--- src/rtl/riscv_pkg.sv ---
// Shared RV32 fetch-path types and constants used by the fetch unit and its buffer.
package riscv_pkg;

    localparam int XLEN    = 32;
    localparam int INSTR_W = 32;
    localparam logic [XLEN-1:0]    PC_STEP   = 32'd4;
    localparam logic [INSTR_W-1:0] NOP_INSTR = 32'h0000_0013;

    typedef struct packed {
        logic [XLEN-1:0]    pc;
        logic [INSTR_W-1:0] instr;
    } fetch_entry_t;

endpackage

--- src/rtl/fetch_fifo.sv ---
// Synchronous FIFO of fetch entries; flush overrides push and pop in the same cycle.
module fetch_fifo
    import riscv_pkg::*;
#(
    parameter int DEPTH = 4,
    localparam int AW = $clog2(DEPTH)
) (
    input  logic         clk,
    input  logic         reset,
    input  logic         push,
    input  fetch_entry_t push_data,
    input  logic         pop,
    input  logic         flush,
    output logic [AW:0]  count,
    output logic         empty,
    output logic         full,
    output fetch_entry_t head
);

    fetch_entry_t  mem_q [DEPTH];
    logic [AW-1:0] wr_ptr_q, wr_ptr_d, rd_ptr_q, rd_ptr_d;
    logic [AW:0]   count_q, count_d;
    logic          do_push, do_pop;

    assign count = count_q;
    assign empty = (count_q == '0);
    assign full  = (count_q == (AW+1)'(DEPTH));
    assign head  = mem_q[rd_ptr_q];

    always_comb begin
        do_push  = push && !flush;
        do_pop   = pop && !flush && !empty;
        wr_ptr_d = wr_ptr_q;
        rd_ptr_d = rd_ptr_q;
        count_d  = count_q;
        if (flush) begin
            wr_ptr_d = '0;
            rd_ptr_d = '0;
            count_d  = '0;
        end else begin
            // DEPTH is a power of two, so pointers wrap naturally
            if (do_push) wr_ptr_d = wr_ptr_q + 1'b1;
            if (do_pop)  rd_ptr_d = rd_ptr_q + 1'b1;
            count_d = count_q + (AW+1)'(do_push) - (AW+1)'(do_pop);
        end
    end

    always_ff @(posedge clk or negedge reset) begin
        if (!reset) begin
            wr_ptr_q <= '0;
            rd_ptr_q <= '0;
            count_q  <= '0;
        end else begin
            wr_ptr_q <= wr_ptr_d;
            rd_ptr_q <= rd_ptr_d;
            count_q  <= count_d;
        end
    end

    always_ff @(posedge clk) begin
        if (do_push) mem_q[wr_ptr_q] <= push_data;
    end

endmodule

--- src/rtl/instr_fetch.sv ---
// Fetch unit: PC generation for a 1-cycle synchronous imem, in-flight tracking,
// fetch buffering and redirect handling toward decode.
module instr_fetch
    import riscv_pkg::*;
#(
    parameter logic [XLEN-1:0] RESET_PC   = 32'h0000_0000,
    parameter int              FIFO_DEPTH = 4
) (
    input  logic               clk,
    input  logic               reset,
    input  logic               fetch_en,
    output logic [XLEN-1:0]    imem_pc,
    input  logic [INSTR_W-1:0] imem_instr,
    input  logic               redirect_valid,
    input  logic [XLEN-1:0]    redirect_pc,
    output logic               out_valid,
    input  logic               out_ready,
    output logic [XLEN-1:0]    out_pc,
    output logic [INSTR_W-1:0] out_instr
);

    localparam int CW = $clog2(FIFO_DEPTH) + 1;

    logic [XLEN-1:0] fetch_pc_q, fetch_pc_d;
    logic [XLEN-1:0] inflight_pc_q, inflight_pc_d;
    logic            inflight_q, inflight_d;
    logic            issue, push, pop;
    logic [CW-1:0]   fifo_count;
    logic            fifo_empty, fifo_full;
    fetch_entry_t    head, push_data;

    assign imem_pc = fetch_pc_q;

    always_comb begin
        // Credit counts the read already in flight; a pop this cycle gives none
        issue      = fetch_en && !redirect_valid &&
                     ((fifo_count + CW'(inflight_q)) < CW'(FIFO_DEPTH));
        push       = inflight_q && !redirect_valid;
        out_valid  = !fifo_empty && !redirect_valid;
        pop        = out_valid && out_ready;
        push_data  = '{pc: inflight_pc_q, instr: imem_instr};
        out_pc     = out_valid ? head.pc : '0;
        out_instr  = out_valid ? head.instr : '0;

        fetch_pc_d    = fetch_pc_q;
        inflight_d    = issue;
        inflight_pc_d = inflight_pc_q;
        if (redirect_valid) begin
            fetch_pc_d = redirect_pc & ~XLEN'(3);
        end else if (issue) begin
            fetch_pc_d    = fetch_pc_q + PC_STEP;
            inflight_pc_d = fetch_pc_q;
        end
    end

    always_ff @(posedge clk or negedge reset) begin
        if (!reset) begin
            fetch_pc_q    <= RESET_PC;
            inflight_q    <= 1'b0;
            inflight_pc_q <= '0;
        end else begin
            fetch_pc_q    <= fetch_pc_d;
            inflight_q    <= inflight_d;
            inflight_pc_q <= inflight_pc_d;
        end
    end

    fetch_fifo #(.DEPTH(FIFO_DEPTH)) u_fifo (
        .clk       (clk),
        .reset     (reset),
        .push      (push),
        .push_data (push_data),
        .pop       (pop),
        .flush     (redirect_valid),
        .count     (fifo_count),
        .empty     (fifo_empty),
        .full      (fifo_full),
        .head      (head)
    );

    // The issue credit rule must make a push into a full buffer impossible
    a_no_overflow: assert property (@(posedge clk) disable iff (!reset)
                                    (push |-> !fifo_full));

endmodule
--- config.mk ---
export PLATFORM = sky130hd
export DESIGN_NAME = instr_fetch
export DESIGN_NICKNAME = d
export VERILOG_FILES = /design/src/rtl/riscv_pkg.sv /design/src/rtl/fetch_fifo.sv /design/src/rtl/instr_fetch.sv
export SDC_FILE = /design/constraint.sdc
export NUM_CORES = 1
export LEC_CHECK = 0
export CORE_MARGIN = 2
export CORE_UTILIZATION = 35
export DETAILED_ROUTE_END_ITERATION = 6
export GPL_TIMING_DRIVEN = 1
export HOLD_SLACK_MARGIN = 0.02
export SETUP_SLACK_MARGIN = 0.3
export SYNTH_ARGS = -nofsm -noshare
export SYNTH_HDL_FRONTEND = slang
export SYNTH_SLANG_ARGS = --single-unit
--- constraint.sdc ---
create_clock -name clk -period 4.05 [get_ports clk]
set_input_delay 0.81 -clock clk [delete_from_list [all_inputs] [get_ports clk]]
set_output_delay 0.81 -clock clk [all_outputs]
set_load 0.05 [all_outputs]
After elaboration in Yosys (flattened, before gate mapping)
Memory sizes are Yosys's and may differ from the RTL's.
Index checks and enable logic that the tools add are counted.
{ "op_classes": {"reduce_logical": 15, "addsub": 6, "bitwise_logic": 1, "n_lt_le_gt_ge": 1, "muxes": 11} }
{ "op_table": {"columns": ["op", "n"], "rows": [
  ["$mux W32", 4],
  ["$add A32 B3 Y32 const B", 1],
  ["$logic_and A1 B1 Y1", 8],
  ["$mux W2", 4],
  ["$add A3 B1 Y3", 2],
  ["$reduce_bool A2 Y1", 3],
  ["$add A2 B1 Y2 const B", 2],
  ["$logic_not A3 Y1", 1],
  ["$lt A3 B3 Y1 const B", 1],
  ["$mux W3", 1],
  ["$sub A3 B1 Y3", 1],
  ["$logic_not A1 Y1", 2],
  ["$mux W1", 2],
  ["$reduce_and A2 Y1", 1],
  ["$not A1 Y1", 1]
]} }
{ "totals": {"mem_count": 1, "inputBits": 69, "out_inout_bits": 97, "ff_bits": 72, "mem_bits_rw": 256} }
{ "mem_list": {"columns": ["name", "depth", "width", "rd", "rd_ports_with_merged_regs", "wr", "line", "text"], "rows": [
  ["u_fifo.mem_q", 4, 64, 1, 0, 1, "fetch_fifo.sv:20", "fetch_entry_t mem_q [DEPTH];"]
]} }

Depth between registers and ports, before layout
{ "logic_depth": {"word_depth": 8, "mapped_depth": 10} }

By module
Synthesis repeated with hierarchy kept, for this count alone.
{ "hier_totals": {"cells_unflattened": 735, "hier_area_um2": 13190.2} }
{ "modules_own_cells": {"columns": ["module", "instances", "area_per_inst_um2", "seq_area_each_um2", "cells_per_inst"], "rows": [
  ["fetch_fifo", 1, 9736.8, 7862.5, 379],
  ["instr_fetch", 1, 3453.3, 1526.5, 356]
]} }

Least setup slack after synthesis
No wires, ideal clock.
{ "synth_path": {"path_type": "input to register", "start": "input redirect_valid", "end": "memory u_fifo.mem_q[0][0] in the netlist's numbering (enable)", "path_buffers": 2, "t_arrival_ns": 2.833, "slack_ns": 0.790, "cell_stages": 4, "required_time_ns": 3.623, "path_cell_list": "buf_2 buf_2 nor2b_1 and2_1"} }
{ "synth_via": {"elab_chain_cells": 5} }
{ "synth_lines": {"columns": ["item", "line", "text"], "rows": [
  ["start, declared", "instr_fetch.sv:14", "input logic redirect_valid,"],
  ["$logic_not A1 Y1 (*)", "fetch_fifo.sv:31, instr_fetch.sv:38", null],
  ["$logic_and A1 B1 Y1", "instr_fetch.sv:38", "push = inflight_q && !redirect_valid;"],
  ["$logic_and A1 B1 Y1 (*)", "fetch_fifo.sv:31", "do_push = push && !flush;"],
  ["$mux W1 (*)", "fetch_fifo.sv:61", "if (do_push) mem_q[wr_ptr_q] <= push_data;"],
  ["$mux W1 (implied by the code) (*)", "fetch_fifo.sv:61", null],
  ["end, declared", "fetch_fifo.sv:20", null]
]} }
Mark *: on every way between the ends. The rest lies on a longest branch, timed or not.

Final worst setup path
{ "layout_path": {"start": "register u_fifo.rd_ptr_q[0]", "end": "output out_pc[2]"} }
{ "layout_via": {"elab_chain_cells": 2} }
{ "layout_lines": {"columns": ["item", "line", "text"], "rows": [
  ["start, declared", "fetch_fifo.sv:21", "logic [AW-1:0] wr_ptr_q, wr_ptr_d, rd_ptr_q, rd_ptr_d;"],
  ["start signal, assigned", "fetch_fifo.sv:55", "rd_ptr_q <= rd_ptr_d;"],
  ["$mem_v2 Z4 W64", null, null],
  ["$mux W32", "instr_fetch.sv:42", "out_pc = out_valid ? head.pc : '0;"],
  ["end, declared", "instr_fetch.sv:18", "output logic [XLEN-1:0] out_pc,"]
]} }
No other way between the ends.

==> impl_metrics.py <==
metrics = {
    "clock_tree": {
        "holdBufCountCts": 0,
        "cts_resized": 0,
        "cts_buffers": 36,
        "clock-sinks": 316,
        "postCtsSetupBuffers": 0,
        "clk_latency_ns": 0.51,
        "root_buffer": "clkbuf_16",
        "max-clock-path-buffers": 3,
        "htree_levels": 2,
        "clkTransAtPathRegs_ns": 0.06,
        "cts_tree": "built",
    },
    "power": {
        "power_density_mw_per_mm2": 600,
        "ir_worst_vdd_mv": 0.295,
        "leakagePower_nw": 5.65,
    },
    "grt": {
        "grt_max_degree": 69,
        "antenna_found_initial": 0,
        "grt_overflow": 0,
        "first_global_vias": 7547,
        "grt_pass1_wl_um": 45000,
        "grt_usage_pct": 15.2,
    },
    "synthesis": {
        "synthDistinctLibCells": 53,
        "syn_area_mm2": 0.0130,
        "syn_inst": 758,
        "ys_seq_area_share_pct": 70.2,
        "yosys_register_bits": 316,
        "yosys_most_used_dff": "edfxtp_1",
        "syn-mean-instance-area_um2": 17.2,
        "synth_edf_count": 248,
        "synthArstFlopShare_pct": 21.5,
        "yosysWarnings": 0,
    },
    "routing": {
        "post_drt_wl_per_cell_um": 20.4,
        "vias": 7376,
        "wirelength_um": 29100,
        "drtAntennaViolNets": 0,
        "vias_per_cell": 5.17,
        "drt_first_pass_iters": 5,
        "first_iter_violations": 569,
        "drcViolationCount": 0,
    },
    "critical_path": {
        "worstPathRequired_ns": 3.24,
        "crit_type": "flop to output port",
        "endpoint_kind": "output port",
        "cp-start-kind": "flop",
        "cp.arrival_ns": 2.58,
        "cp_max_fo": 33,
    },
    "floorplan": {
        "chipHeight_um": 197,
        "die_x_um": 197,
        "start_util_pct": 35.6,
        "core_area_mm2": 0.0366,
        "dieArea_mm2": 0.0388,
        "rows": 70,
        "ios": 166,
    },
    "place": {
        "io_buffers": 159,
        "dp_hpwl_um": 18700,
        "place_congestion": 0.786,
    },
    "cells_and_area": {
        "nNetsFinal": 1009,
        "final_layout_size_suffix_gt1_share_pct": 21.5,
        "area_growth_pct": 29.8,
        "antennaDiodeCount": 0,
    },
    "flow_run": {
        "max_cap_violations": 0,
    },
    "sta": {
        "hold_viol_final": 0,
        "finalCritPeriodShare_pct": 83.6,
        "worst_slew_margin_rel_pct": 21.0,
        "tightest_slew_ns": 1.18,
        "finalSetupTns_ns": 0,
        "skew_ns": 0.0232,
        "finalSetupViolCount": 0,
        "max_freq_ghz": 0.295,
        "rsz0062_at_grt": "no",
        "fin_crit_ns": 3.39,
        "hold_ws_ns": 0.431,
        "drv_slew": 0,
    },
    "status": {
        "outcome": "finished, final reports clean",
    },
    "hold_path": {
        "hold_class": "input pin to async pin",
    },
}
[final timing paths]
check | end | slack (ns) | from | cells past startpoint
worst max-delay path | out_pc[2] | 0.66 | u_fifo.rd_ptr_q[0] | 4
worst min-delay path | imem_pc[11] | 0.43 | reset | 1
worst max register to register | inflight_pc_q[14] | 1.69 | u_fifo.count[1] | 4
worst min register to register | u_fifo.mem_q[2][45] | 0.51 | inflight_pc_q[13] | 0
max in group asynchronous | u_fifo.rd_ptr_q[1] | 2.93 | reset | 1
min in group clk | u_fifo.mem_q[2][45] | 0.51 | inflight_pc_q[13] | 0
[worst max-delay path, stage by stage (launching register included)]
cell and delay (ns):
dfrtp_4 0.73, buf_12 0.34, mux4_2 0.60, and2_1 0.22, buf_12 0.15
[cell type report]
| type | count | area (um^2) |
|---|---|---|
| fillers | 3180 | 19700 |
| flip-flops and latches | 316 | 9160 |
| multi-input cells | 389 | 3630 |
| repair buffers | 177 | 2420 |
| clock buffers | 50 | 1000 |
| well taps | 468 | 586 |
| clock inverters | 14 | 83.8 |
| inverters | 12 | 45.0 |
[cell families (layout without fill, tap and decap cells)]
group	count (synthesis)	in the layout	share of synthesized area, %
other cells	1	4	0.0288
mux	92	92	13.3
compound gates	78	78	4.02
buf+inv	56	253	2.12
fa+ha+maj	8	8	0.825
simple gates	199	199	9.02
flops	316	316	70.2
xor+xnor	8	8	0.537
[through the flow]
stage	utilization [%]	power, W	cells	cell area (um^2)	setup slack (ns)
global route	46.2	0.0106	1426	16900	0.495
finish	46.2	0.0102	1426	16900	0.665
detailed placement	43.3	0.00731	1362	15800	0.634
floorplan	-	0.00592	761	13100	0.790
CTS	46.2	0.0103	1426	16900	0.573
global placement	43.3	0.00727	1362	15800	0.650
[layout by cell type (no fill, tap or decap), drive strengths merged, types with 3 or more instances in the layout]
master / Yosys / layout
xnor2: 3 / 3
o31ai: 10 / 10
a22o: 3 / 3
buf: 24 / 82
and3: 5 / 5
nand3: 19 / 19
nor2b: 12 / 12
ha: 7 / 7
o21ai: 24 / 24
nor2: 20 / 20
nand4: 14 / 14
or3: 5 / 5
dfrtp: 68 / 68
a22oi: 4 / 4
nor4: 3 / 3
o211ai: 6 / 6
or4: 18 / 18
clkdlybuf4s50: 0 / 95
edfxtp: 248 / 248
mux2: 28 / 28
o21a: 3 / 3
and2: 69 / 69
a31oi: 14 / 14
nand2: 18 / 18
clkinv: 0 / 10
mux4: 62 / 62
clkbuf: 20 / 50
inv: 12 / 14
and4: 5 / 5
a221oi: 3 / 3
a21oi: 5 / 5
conb: 1 / 4
xor2: 5 / 5
nor3: 4 / 4
[synthesized netlist by cell type, types with 6 or more instances]
cell type    n  area (um^2)
a31oi_1     13         81.3
o31ai_1     10         75.1
nor2_1      20         75.1
edfxtp_1   248         7450
nand4_1     14         87.6
or4_1       17          128
nand2_1     17         63.8
mux2_1      28          315
inv_1       11         41.3
buf_2       11         55.1
o21ai_0     17         85.1
dfrtp_1     68         1700
o21ai_1      7         35.0
nor2b_1     12         75.1
buf_4        6         45.0
and2_1      69          432
ha_1         7         87.6
clkbuf_1    20         75.1
mux4_2      62         1400
nand3_1     19         95.1
[sequential cells by signal, indices dropped and copies added, names as in the netlist]
register	count
inflight_q	1
inflight_pc_q	30
u_fifo.wr_ptr_q	2
u_fifo.count	3
u_fifo.rd_ptr_q	2
imem_pc	30
u_fifo.mem_q	248
[power breakdown]
group	leakage [nW]	internal, W	switching (W)
clock network	0.526	0.00174	0.00122
logic	2.13	0.00140	0.00157
registers	3.00	0.00389	0.000333
[routing by layer]
metal,global-route usage (%),part of all wire [%]
met3,3.23,5.4
met4,3.65,1.7
met1,21.3,46
met2,24.5,47
met5,0,0
Note: power is estimated with default switching activity, not from simulation.
